===== src/rtl/fifo_write_arbiter.sv =====
// -----------------------------------------------------------------------------
// fifo_write_arbiter
//   Write-side controller for a clock-crossing FIFO. NUM_REQ requesters share
//   the single RAM write port through a round-robin arbiter. A requester that
//   starts a multi-word burst (req_last=0) keeps the port until it delivers its
//   last word. The block owns the binary/Gray write pointer and computes full
//   and fill level against the read pointer, which is already synchronised
//   into aclk.
//
// Ports
//   aclk, areset      write-domain clock, synchronous active-high reset
//   req_valid/last    per-requester word valid / last word of burst
//   req_data          requester i at bits [i*DWIDTH +: DWIDTH]
//   req_ready         per-requester accept (one-hot or zero, combinational)
//   rd_ptr_gray_sync  Gray read pointer, synchronised to aclk
//   wr_en/addr/data   RAM write interface, one cycle after the accept
//   wr_ptr_gray       registered Gray write pointer for the read-side sync
//   full, fill_level  registered full flag and occupancy (0..2**AWIDTH)
//   grant_id          index of the current/last granted requester
// -----------------------------------------------------------------------------
module fifo_write_arbiter #(
  parameter int NUM_REQ = 4,
  parameter int DWIDTH  = 32,
  parameter int AWIDTH  = 4,
  localparam int IW     = $clog2(NUM_REQ),
  localparam int PW     = AWIDTH + 1
) (
  input  logic                      aclk,
  input  logic                      areset,
  input  logic [NUM_REQ-1:0]        req_valid,
  input  logic [NUM_REQ-1:0]        req_last,
  input  logic [NUM_REQ*DWIDTH-1:0] req_data,
  output logic [NUM_REQ-1:0]        req_ready,
  input  logic [PW-1:0]             rd_ptr_gray_sync,
  output logic                      wr_en,
  output logic [AWIDTH-1:0]         wr_addr,
  output logic [DWIDTH-1:0]         wr_data,
  output logic [PW-1:0]             wr_ptr_gray,
  output logic                      full,
  output logic [PW-1:0]             fill_level,
  output logic [IW-1:0]             grant_id
);

  typedef enum logic {IDLE = 1'b0, LOCKED = 1'b1} state_t;

  state_t            r_state;
  state_t            w_state_nxt;
  logic [IW-1:0]     r_owner;
  logic [IW-1:0]     r_rr_ptr;
  logic [IW-1:0]     r_grant_id;
  logic [PW-1:0]     r_wr_bin;
  logic [PW-1:0]     r_wr_ptr_gray;
  logic [PW-1:0]     r_fill;
  logic              r_full;
  logic              r_wr_en;
  logic [AWIDTH-1:0] r_wr_addr;
  logic [DWIDTH-1:0] r_wr_data;

  logic [IW:0]       w_pick;
  logic [IW-1:0]     w_sel_id;
  logic              w_sel_vld;
  logic              w_acc;
  logic              w_acc_last;
  logic [DWIDTH-1:0] w_acc_data;
  logic [PW-1:0]     w_next_bin;
  logic [PW-1:0]     w_next_gray;
  logic [PW-1:0]     w_rd_bin;
  logic [PW-1:0]     w_full_cmp;

  function automatic logic [PW-1:0] bin2gray(input logic [PW-1:0] b);
    return b ^ (b >> 1);
  endfunction

  function automatic logic [PW-1:0] gray2bin(input logic [PW-1:0] g);
    logic [PW-1:0] b;
    b[PW-1] = g[PW-1];
    for (int i = PW - 2; i >= 0; i--) b[i] = b[i+1] ^ g[i];
    return b;
  endfunction

  function automatic logic [IW-1:0] wrap_inc(input logic [IW-1:0] x);
    return (int'(x) == NUM_REQ - 1) ? '0 : x + IW'(1);
  endfunction

  // Returns {found, index} of the first valid requester at or after start,
  // wrapping at NUM_REQ (which need not be a power of two).
  function automatic logic [IW:0] rr_pick(input logic [NUM_REQ-1:0] v,
                                          input logic [IW-1:0]      start);
    logic [IW:0] res;
    int          idx;
    res = '0;
    for (int k = NUM_REQ - 1; k >= 0; k--) begin
      idx = int'(start) + k;
      if (idx >= NUM_REQ) idx = idx - NUM_REQ;
      if (v[idx]) res = {1'b1, IW'(idx)};
    end
    return res;
  endfunction

  // Candidate selection: round robin when idle, owner only while locked.
  assign w_pick = rr_pick(req_valid, r_rr_ptr);

  always_comb begin
    w_sel_id  = w_pick[IW-1:0];
    w_sel_vld = w_pick[IW];
    if (r_state == LOCKED) begin
      w_sel_id  = r_owner;
      w_sel_vld = req_valid[r_owner];
    end
  end

  // FSM output process: the grant is withheld while full or in reset.
  always_comb begin
    req_ready = '0;
    if (!areset && !r_full && w_sel_vld) req_ready[w_sel_id] = 1'b1;
  end

  assign w_acc      = |(req_valid & req_ready);
  assign w_acc_last = req_last[w_sel_id];
  assign w_acc_data = req_data[int'(w_sel_id)*DWIDTH +: DWIDTH];

  // FSM next-state process.
  always_comb begin
    w_state_nxt = r_state;
    case (r_state)
      IDLE:    if (w_acc && !w_acc_last) w_state_nxt = LOCKED;
      LOCKED:  if (w_acc && w_acc_last)  w_state_nxt = IDLE;
      default: w_state_nxt = IDLE;
    endcase
  end

  // FSM state register.
  always_ff @(posedge aclk) begin
    if (areset) r_state <= IDLE;
    else        r_state <= w_state_nxt;
  end

  // Arbitration bookkeeping. While locked, the round-robin pointer only moves
  // when the owner closes its burst.
  always_ff @(posedge aclk) begin
    if (areset) begin
      r_rr_ptr   <= '0;
      r_owner    <= '0;
      r_grant_id <= '0;
    end else if (w_acc) begin
      r_grant_id <= w_sel_id;
      if (r_state == IDLE) begin
        r_rr_ptr <= wrap_inc(w_sel_id);
        if (!w_acc_last) r_owner <= w_sel_id;
      end else if (w_acc_last) begin
        r_rr_ptr <= wrap_inc(w_sel_id);
      end
    end
  end

  // Pointer arithmetic. The read pointer with its two MSBs inverted equals the
  // write pointer exactly when the write side is one full lap ahead.
  assign w_next_bin  = r_wr_bin + {{AWIDTH{1'b0}}, w_acc};
  assign w_next_gray = bin2gray(w_next_bin);
  assign w_rd_bin    = gray2bin(rd_ptr_gray_sync);
  assign w_full_cmp  = {~rd_ptr_gray_sync[AWIDTH:AWIDTH-1], rd_ptr_gray_sync[AWIDTH-2:0]};

  // Stage boundary: accept -> RAM write / pointer / status registers.
  always_ff @(posedge aclk) begin
    if (areset) begin
      r_wr_bin      <= '0;
      r_wr_ptr_gray <= '0;
      r_full        <= 1'b0;
      r_fill        <= '0;
      r_wr_en       <= 1'b0;
      r_wr_addr     <= '0;
      r_wr_data     <= '0;
    end else begin
      r_wr_bin      <= w_next_bin;
      r_wr_ptr_gray <= w_next_gray;
      r_full        <= (w_next_gray == w_full_cmp);
      r_fill        <= w_next_bin - w_rd_bin;
      r_wr_en       <= w_acc;
      if (w_acc) begin
        r_wr_addr <= r_wr_bin[AWIDTH-1:0];
        r_wr_data <= w_acc_data;
      end
    end
  end

  assign wr_en       = r_wr_en;
  assign wr_addr     = r_wr_addr;
  assign wr_data     = r_wr_data;
  assign wr_ptr_gray = r_wr_ptr_gray;
  assign full        = r_full;
  assign fill_level  = r_fill;
  assign grant_id    = r_grant_id;

endmodule


===== config.mk =====
export PLATFORM = sky130hd
export DESIGN_NAME = fifo_write_arbiter
export DESIGN_NICKNAME = d
export VERILOG_FILES = /design/src/rtl/fifo_write_arbiter.sv
export SDC_FILE = /design/constraint.sdc
export NUM_CORES = 1
export LEC_CHECK = 0
export BUFFER_PORTS_ARGS = -buffer_cell sky130_fd_sc_hd__buf_2
export CAP_MARGIN = 30
export CORE_UTILIZATION = 45
export DETAILED_ROUTE_END_ITERATION = 16
export PLACE_DENSITY = 0.89
export SLEW_MARGIN = 20
export SYNTH_ARGS = -nofsm -noshare
export SYNTH_HDL_FRONTEND = slang
export SYNTH_SLANG_ARGS = --single-unit

===== constraint.sdc =====
create_clock -name aclk -period 5.6 [get_ports aclk]
set_clock_uncertainty 0.05 [all_clocks]
set_input_delay 0 -clock aclk [delete_from_list [all_inputs] [get_ports aclk]]
set_output_delay 0 -clock aclk [all_outputs]
set_load 0.03 [all_outputs]

Yosys cells after proc, flatten, opt, wreduce, memory -nomap -nowiden
Cells that the tools add are included.
Storage, ports and cells
  register bits: 60
  bits of input ports: 143
  logic and storage cells: 91
Cells by class
  $add $sub $neg: 10
  order comparisons: 11
  eq/ne operators: 3
  shift-type cells: 1
  muxes and demuxes: 35
  bitwise operators: 9
  reduce and logical (&&, ||, !) cells: 11
Operators by type and width (number)
  $lt A32 B4 Y1 const B: 4
  $mux W32: 4
  $shiftx A128 B8 Y32: 1
  $mux W1: 14
  $bmux W1 S2: 6
  $mux W3: 4
  $sub A3 B3 Y4 const B: 3
  $ge A3 B3 Y1 const B: 3
  $mux W2: 4
  $add A2 B2 Y3 const B: 2
  $lt A2 B3 Y1 const B: 2
  $add A5 B1 Y5: 1
  $eq A5 B5 Y1: 1
  $logic_and A1 B1 Y1: 5
  $sub A5 B5 Y5: 1
  $xor A5 B4 Y5: 1
  $and A4 B4 Y4: 1
  $mux W4: 1
  $reduce_or A4 Y1: 1
  $sub A2 B3 Y4 const B: 1
  $xor A1 B1 Y1: 4
  $add A2 B1 Y3 const B: 1
  $ge A2 B3 Y1 const B: 1
  $logic_not A1 Y1: 3
  10 further kinds: 11

Logic depth before layout (Yosys ltp)
Gate-level depths: netlist of the first run.
  word-level depth: 21
  depth in mapped cells: 23
  mapped depth without buffers: 20

Worst setup path after synthesis of the first run
Ideal clock, no wire load.
  kind: register to register
  start: register r_rr_ptr[1]
  end: register r_full, in the netlist full
  library setup time: 0.114 ns
  arrival time: 3.904 ns
  required time: 5.436 ns
  slack: 1.532 ns
  stages on the path, launching flop included: 20
  clock period less this slack: 4.068 ns
  path through: dfxtp_1 -> a21boi_0 -> o21bai_1 -> a2111oi_4 -> nor2_2 -> inv_2 -> buf_2 -> buf_4 -> ha_1 -> nand2_1 -> o211ai_2 -> nand2_1 -> inv_2 -> clkbuf_1 -> ha_1 -> ha_1 -> xor2_1 -> xor2_1 -> or3_1 -> a2111oi_0
On the way
  word-level cells in the longest chain between the ends: 21
  elaborated cells between the ends (all ways): 45
RTL lines
  start: declaration: RTL line 49  | logic [IW-1:0] r_rr_ptr;
  start signal: assignment: RTL line 148  | r_rr_ptr <= wrap_inc(w_sel_id);
  start signal: assignment: RTL line 151  | r_rr_ptr <= wrap_inc(w_sel_id);
  $add A2 B2 Y3: RTL line 93  | idx = int'(start) + k;
  $sub A3 B3 Y4 or $ge A3 B3 Y1 (tied branches): RTL line 94  | if (idx >= NUM_REQ) idx = idx - NUM_REQ;
  $mux W32: RTL line 94
  $bmux W1 S2: RTL line 95  | if (v[idx]) res = {1'b1, IW'(idx)};
  $mux W1 (implied by the code) (2 in a row): RTL line 95
  $mux W3 (3 in a row): RTL line 95
  $mux W3 *: RTL line 95
  $mux W2: RTL line 106  | if (r_state == LOCKED) begin
  [3 not listed]
  $demux W1 S2: RTL line 115  | if (!areset && !r_full && w_sel_vld) req_ready[w_sel_id] = 1'b1;
  $mux W4 *: RTL line 115
  $and A4 B4 Y4 *: RTL line 118  | assign w_acc = |(req_valid & req_ready);
  $reduce_or A4 Y1 *: RTL line 118
  net w_acc: RTL line 62  | logic w_acc;
  $add A5 B1 Y5 *: RTL line 158  | assign w_next_bin = r_wr_bin + {{AWIDTH{1'b0}}, w_acc};
  $xor A5 B4 Y5 *: RTL line 71  | return b ^ (b >> 1);
  $eq A5 B5 Y1 *: RTL line 176  | r_full <= (w_next_gray == w_full_cmp);
  end signal: assignment: RTL line 176
  end: declaration: RTL line 54  | logic r_full;
Mark *: on every way through the listed nets, which the timed path passes. The rest lies on a longest branch. The select of a mux whose other input is x is not followed.
A chain may end at the register's enable or synchronous reset.

Final worst setup path of the first run
  start: register r_rr_ptr[1]
  end: register r_full, in the netlist full
On the way
  word-level cells in the longest chain between the ends: 21
  elaborated cells between the ends (all ways): 45
RTL lines (RTL line)
  $add A2 B2 Y3: 93
  $sub A3 B3 Y4 or $ge A3 B3 Y1 (tied branches): 94
  $mux W32: 94
  $bmux W1 S2: 95
  $mux W1 (implied by the code) (2 in a row): 95
  $mux W3 (3 in a row): 95
  $mux W3 *: 95
  $mux W2: 106
  [2 not listed]
  $mux W1 (implied by the code): 115
  $demux W1 S2: 115
  $mux W4 *: 115
  $and A4 B4 Y4 *: 118
  $reduce_or A4 Y1 *: 118
  $add A5 B1 Y5 *: 158
  $xor A5 B4 Y5 *: 71
  $eq A5 B5 Y1 *: 176
Every way passes the cells marked *; elsewhere a longest branch is shown, timed or not. The select of a mux whose other input is x is not followed.

==> out/summary.txt, run 1 <==
Minimum clock period after layout: 4732 ps
Final hold viol count: 0
Most frequently used cell type in the post-synthesis netlist: nand2_1
Pin count of the biggest net entering global routing: 68
Total number of clock tree sinks: 59
Detailed-route via count: 4989
Post_cts resized: 0
Endpoint kind of the worst setup timing path: register
Clock tree root buffer cell: clkbuf_8
Number of antenna violations at the first check in global routing: 1
Peak supply drop: 0.2282 mV
Sequential element share of the synthesized area: 0.3266
Drt wl/cell: 17.88 um
Synth warnings: 0
Site Rows: 32
Number of nets at the end of the flow: 906
Layout area overhead: 58.82%
Number of buffers inserted by port buffering: 196
EDFF count, synth: 0
Primary flip-flop cell chosen by synthesis mapping: dfxtp_1
Instance area at placement: 4583 um2
Initial Util: 0.4655
RSZ-0062 raised after global routing: no
Async S/R FF share, synth: 0
Synth cell count leaders: nand2_1 (137), nand3_1 (68), dfxtp_1 (59)
PwrDens: 473.4 nW/um2
Critical setup path kind: register to register
Power share of the combinational group: 0.613
Cell total after placement: 752
Placer congestion estimate: 0.9587
Remaining design rule violation count: 0
Number of H-tree levels: 3
Final-layout setup total negative slack: 0 ps
Arrival time reported for the critical path endpoint: 4890 ps
MaxCap Viol Count: 0
Pre-antenna DRT Iters: 5
Max Clk Rate: 211.3 MHz
Area enclosed by the die boundary: 8398 um2
Highest routing layer actually used: met4
Register-to-Register Path Depth: 16
Share of the synthesized area in the top cell type: 0.3266
Routed vias/inst: 5.781
FF-to-FF End: full$_SDFF_PP0_
Crit start category: register
Ratio of final minimum period to clock period: 0.8450
Vias in the first global route: 4879
Sum of met3 wire segment lengths after detailed routing: 1650 um
Clock network fraction of design power: 0.144
Max transition margin: 0.5260
Die outline height: 91.64 um
Clock slew at the register clock pins of the worst setup and hold paths: 60 ps
Cell area after synthesis: 3616 um2
Worst setup path startpoint: r_rr_ptr[1]$_SDFFE_PP0P_
Finish-stage setup viols: 0
Fraction of power spent switching nets: 0.4580
Remaining number of nets flagged by the antenna check after routing: 0
Static leakage: 2.930 nW
Average cell area after synthesis: 7.456 um2
All-layer global routing usage: 0.3825
Net load switching power: 1.245 mW
Endpoint of the worst setup timing path: full$_SDFF_PP0_
Global-route wire length before repair: 24670 um
Reg-to-reg slack, setup: 870 ps
Worst Hold Margin: 13.74 ps
DRT iter0 DRCs: 318
Worst-skew pair later-pin latency: 330 ps
R2r startpoint: r_rr_ptr[1]$_SDFFE_PP0P_
Clock Tree Buf Depth: 2
Number of nets produced by synthesis: 635
Length of routed wiring on met1: 5637 um
Core occupancy in the finished layout: 0.7394
Core Region: 7767 um2
Run status: finished, final reports clean
Clock buffers created by TritonCTS: 9
Detailed-placement wirelength estimate: 8133 um
Final cell count without fillers: 863
Largest fanout of any net on the critical path: 38
Data required time of the critical path: 5760 ps
Cells after synthesis: 485
Clock tree from TritonCTS: built
Global route overflow: 0
Cell internal power dissipation: 1.474 mW
Number of unique standard cell types used by synthesis: 47
Portion of total power attributed to sequential cells: 0.243
Detailed-routed wire length on met2: 7014 um
Worst hold path class: input pin to register
Post-synthesis cell type with the largest combined area: dfxtp_1
Number of primary I/O pins: 197
Count of pins over their slew limit: 0
Share of post-route cells with drive strength above 1: 0.2987
Final Routed Wirelength: 15430 um
Die width: 91.64 um
Post-synthesis register bit count: 59
Top area cells in the synthesized netlist: dfxtp_1 (33%), nand2_1 (14%), nand3_1 (9.4%)
Actual transition at the worst max-transition pin: 711.0 ps
Final std cell area, no fill: 5743 um2
==> worst min path at each step <==
stage,start,to,slack (ps),depth (start not counted)
6_report,rd_ptr_gray_sync[0],full$_SDFF_PP0_,10,4
5_1_grt,req_data[30],wr_data[30]$_SDFFE_PP0N_,20,4
4_1_cts,req_data[6],wr_data[6]$_SDFFE_PP0N_,0.2,4
3_5_place_dp,rd_ptr_gray_sync[2],full$_SDFF_PP0_,280,3
3_3_place_gp,rd_ptr_gray_sync[2],full$_SDFF_PP0_,270,3
2_1_floorplan,areset,fill_level[1]$_SDFF_PP0_,20,1
==> layout by cell type, fill, tap and decap left out, drive strengths merged, types with 2 or more instances in the layout <==
master and instances:
and2 3, clkbuf 11, nand2 137, inv 10
clkinvlp 2, ha 6, buf 201, xor2 10
a211o 2, a211oi 5, o211a 2, nor2b 4
a31o 32, nor2 24, nand2b 4, xnor2 10
nand3 68, dlygate4sd3 94, a2111oi 3, o211ai 5
a21oi 8, mux2i 4, dfxtp 59, and3 33
o21ai 4, or3 2
==> registers in the layout (all words and copies together), names as in the netlist, named ones only <==
signal	flops
wr_addr	4
r_rr_ptr	2
full	1
wr_ptr_gray	4
r_owner	2
grant_id	2
wr_en	1
fill_level	5
r_wr_bin	5
wr_data	32
==> metal layers <==
| layer | vias to the layer above | track usage |
|---|---|---|
| met5 | - | 0 |
| met4 | 0 | 0.2963 |
| met3 | 124 | 0.2156 |
| met2 | 391 | 0.5633 |
| met1 | 2255 | 0.4018 |
| li1 | 2219 | - |
==> through the flow <==
stage	power, mW	worst slack (ps)
finish	2.719	868.1
global route	2.873	555.7
CTS	2.612	934.0
detailed placement	1.943	983.1
global placement	1.906	1226
floorplan	1.594	1532
==> cell families after synthesis <==
logic type / synth area share
muxes: 0.02042
and+or+nand+nor: 0.3498
DFF: 0.3266
AOI/OAI and AO/OA: 0.1685
adders and majority gates: 0.02630
buffers and inverters: 0.05987
xor gates and xnor gates: 0.04844
==> worst max-delay path, cell delays in order (launching register included) <==
cell and delay [ps]:
dfxtp_1 450, nand2_1 140, a211o_1 330, o211ai_4 210
inv_4 180, ha_1 250, nand2_1 90, o211ai_2 110
nand2_1 100, buf_4 350, inv_2 380, ha_1 330
ha_1 200, xor2_1 540, xor2_1 170, or3_1 370
a2111oi_0 330
==> repair_timing <==
item / 4_1_cts / 5_1_grt
hold buffers: 94 / 0
buffers inserted: 0 / 0
endpoints found under the hold margin: 33 / 0
==> final cells by class <==
cell class | count | area (um2)
clock inverters | 4 | 50.05
diodes | 1 | 2.502
multi-input cells | 381 | 2223
flip-flops and latches | 59 | 1181
inverters | 10 | 40.04
fillers | 509 | 2024
repair buffers | 295 | 1967
clock buffers | 11 | 151.4
well taps | 102 | 127.6
==> power by group through the flow <==
stage	sequential (mW)	clock, mW	combinational (mW)
global route	0.674	0.421	1.78
CTS	0.650	0.396	1.57
finish	0.660	0.391	1.67
floorplan	0.914	0	0.680
detailed placement	0.658	0	1.28
global placement	0.652	0	1.25
No activity file was read; power rests on OpenSTA's default activity.
==> run 2, diff against run 1 <==
clock period = 4.9 ns   (was 5.6 ns; I/O delays follow)
==> run 2 against run 1 <==
- cell area shrank 0.24%
- maximum frequency increased by 16%
- highest routed layer unchanged
- combinational power up 14%
- sequential power increased by 13%
- clock-buffer cell count rose by 3
- register-to-register slack worse by 30 ps
- sequential cell count did not move
==> out/summary.txt, run 2 (synthesis gave the netlist of run 1 again) <==
RSZ-0062 raised after global routing: no (unchanged)
Detailed-route via count: 4937 (was 4989)
Final hold viol count: 0 (unchanged)
Final std cell area, no fill: 5729 um2 (was 5743 um2)
Number of primary I/O pins: 197 (unchanged)
DRT iter0 DRCs: 302 (was 318)
Detailed-placement wirelength estimate: 8050 um (was 8133 um)
Largest fanout of any net on the critical path: 36 (was 38)
Site Rows: 32 (unchanged)
Number of flip-flops under the largest register name: 32 (unchanged)
Worst Hold Margin: 13.33 ps (was 13.74 ps)
Pin count of the biggest net entering global routing: 68 (unchanged)
Finish-stage setup viols: 0 (unchanged)
Run status: finished, final reports clean (unchanged)
Commonest non-fill, non-tap cell in the layout: buf_2 (unchanged)
Number of H-tree levels: 3 (unchanged)
MaxCap Viol Count: 0 (unchanged)
Critical path buffers and inverters: 2 (was 3)
Worst setup path startpoint: r_rr_ptr[1]$_SDFFE_PP0P_ (unchanged)
Global route overflow: 0 (unchanged)
Endpoint of the worst setup timing path: full$_SDFF_PP0_ (unchanged)
Start point of the worst hold path: req_data[68] (was rd_ptr_gray_sync[0])
Critical setup path kind: register to register (unchanged)
Crit start category: register (unchanged)
Number of nets at the end of the flow: 908 (was 906)
Drt wl/cell: 17.46 um (was 17.88 um)
Count of pins over their slew limit: 0 (unchanged)
Total number of clock tree sinks: 59 (unchanged)
Clock Tree Buf Depth: 2 (unchanged)
Worst-skew pair later-pin latency: 320 ps (was 330 ps)
Static leakage: 2.933 nW (was 2.930 nW)
Number of antenna violations at the first check in global routing: 0 (was 1)
Number of buffers inserted by port buffering: 196 (unchanged)
Pre-antenna DRT Iters: 5 (unchanged)
All-layer global routing usage: 0.3528 (was 0.3825)
Initial Util: 0.4655 (unchanged)
Max Clk Rate: 246.1 MHz (was 211.3 MHz)
Core occupancy in the finished layout: 0.7376 (was 0.7394)
R2r startpoint: r_rr_ptr[1]$_SDFFE_PP0P_ (unchanged)
Share of post-route cells with drive strength above 1: 0.2962 (was 0.2987)
Final Routed Wirelength: 15100 um (was 15430 um)
Layout area overhead: 58.44% (was 58.82%)
Worst hold path class: input pin to register (unchanged)
Critical path depth: 15 (was 16)
Minimum clock period after layout: 4064 ps (was 4732 ps)
Clock tree root buffer cell: clkbuf_8 (unchanged)
Instance area at placement: 4591 um2 (was 4583 um2)
Remaining number of nets flagged by the antenna check after routing: 0 (unchanged)
Routed vias/inst: 5.708 (was 5.781)
Arrival time reported for the critical path endpoint: 4200 ps (was 4890 ps)
Slowest cell on the critical path: xor2_1 (unchanged)
Commonest non-fill, non-tap cells in the layout: buf_2 (196), nand2_1 (137), dlygate4sd3_1 (95) (was buf_2 (196), nand2_1 (137), dlygate4sd3_1 (94))
Total chip power: 3.040 mW (was 2.719 mW)
Worst path top cell family by delay: compound AO/OA/AOI/OAI gates (unchanged)
Max transition margin: 0.5378 (was 0.5260)
Ratio of final minimum period to clock period: 0.8294 (was 0.8450)
Global-route wire length before repair: 23140 um (was 24670 um)
Area enclosed by the die boundary: 8398 um2 (unchanged)
Largest stage delay, worst path: 550 ps (was 540 ps)
Cell-by-cell trace of the critical path: nand2_1, a211o_1, o211ai_4, inv_4, ha_1, nand2_1, o211ai_2, nand2_1, inv_2, ha_1, ha_1, xor2_1, xor2_1, or3_1, a2111oi_0 (was nand2_1, a211o_1, o211ai_4, inv_4, ha_1, nand2_1, o211ai_2, nand2_1, buf_4, inv_2, ha_1, ha_1, xor2_1, xor2_1, or3_1, a2111oi_0)
Endpoint kind of the worst setup timing path: register (unchanged)
PwrDens: 530.5 nW/um2 (was 473.4 nW/um2)
Vias in the first global route: 4861 (was 4879)
Die outline height: 91.64 um (unchanged)
Diodes inserted: 0 (was 1)
Final-layout setup total negative slack: 0 ps (unchanged)
Reg-to-reg slack, setup: 840 ps (was 870 ps)
Actual transition at the worst max-transition pin: 693.3 ps (was 711.0 ps)
Die width: 91.64 um (unchanged)
Core Region: 7767 um2 (unchanged)
Data required time of the critical path: 5030 ps (was 5760 ps)
Peak supply drop: 0.2949 mV (was 0.2282 mV)
Clock buffers created by TritonCTS: 9 (unchanged)
Placer congestion estimate: 0.8504 (was 0.9587)
Clock slew at the register clock pins of the worst setup and hold paths: 70 ps (was 60 ps)
Register-to-Register Path Depth: 15 (was 16)
Remaining design rule violation count: 0 (unchanged)
FF-to-FF End: full$_SDFF_PP0_ (unchanged)
Clock tree from TritonCTS: built (unchanged)
[run 2: report_power, final]
part           leakage (nW)  internal (mW)  switching (mW)
Combinational          2.35          0.781            1.12
Sequential            0.488          0.653          0.0933
Clock                0.0905          0.210           0.184
Total                  2.93           1.64            1.40
[run 2: final cells by class]
class                      instances  area [um2]
multi-input combinational        381        2223
fill                             523        2038
inverter                          10       40.04
tap                              102       127.6
clock inverter                     2       10.01
sequential                        59        1181
clock buffer                      14       162.7
timing repair buffer             297        1984
[run 2: tightest hold or removal path, cell delays in order]
cell     delay, ps
buf_2           90
nand2_1         50
nand3_1         80
a31o_1         130
[run 2: worst min path at each step]
stage                                          end  slack (ps)  cells after the start
after floorplan           fill_level[1]$_SDFF_PP0_          20                      1
after global placement             full$_SDFF_PP0_         270                      3
after detailed placement  wr_data[23]$_SDFFE_PP0N_         300                      4
after CTS                  wr_data[4]$_SDFFE_PP0N_         0.9                      4
after global routing       wr_data[4]$_SDFFE_PP0N_          30                      4
final                      wr_data[4]$_SDFFE_PP0N_          10                      4
[run 2: routing by layer]
| layer | track usage | share of wire |
|---|---|---|
| met2 | 0.6040 | 0.48 |
| met3 | 0.1153 | 0.095 |
| met1 | 0.3618 | 0.36 |
| met4 | 0.2513 | 0.067 |
| met5 | 0 | 0 |
[run 2: per-stage QoR]
step | instances | setup slack [ps]
global route | 865 | 607.8
finish | 865 | 836.0
CTS | 864 | 859.2
floorplan | 485 | 831.7
detailed placement | 753 | 908.2
global placement | 753 | 1250
[run 2: repair_timing]
item                      CTS  global route
hold endpoints to repair   33             0
hold buffers               95             0
resized for setup           0             0
buffers inserted            0             0
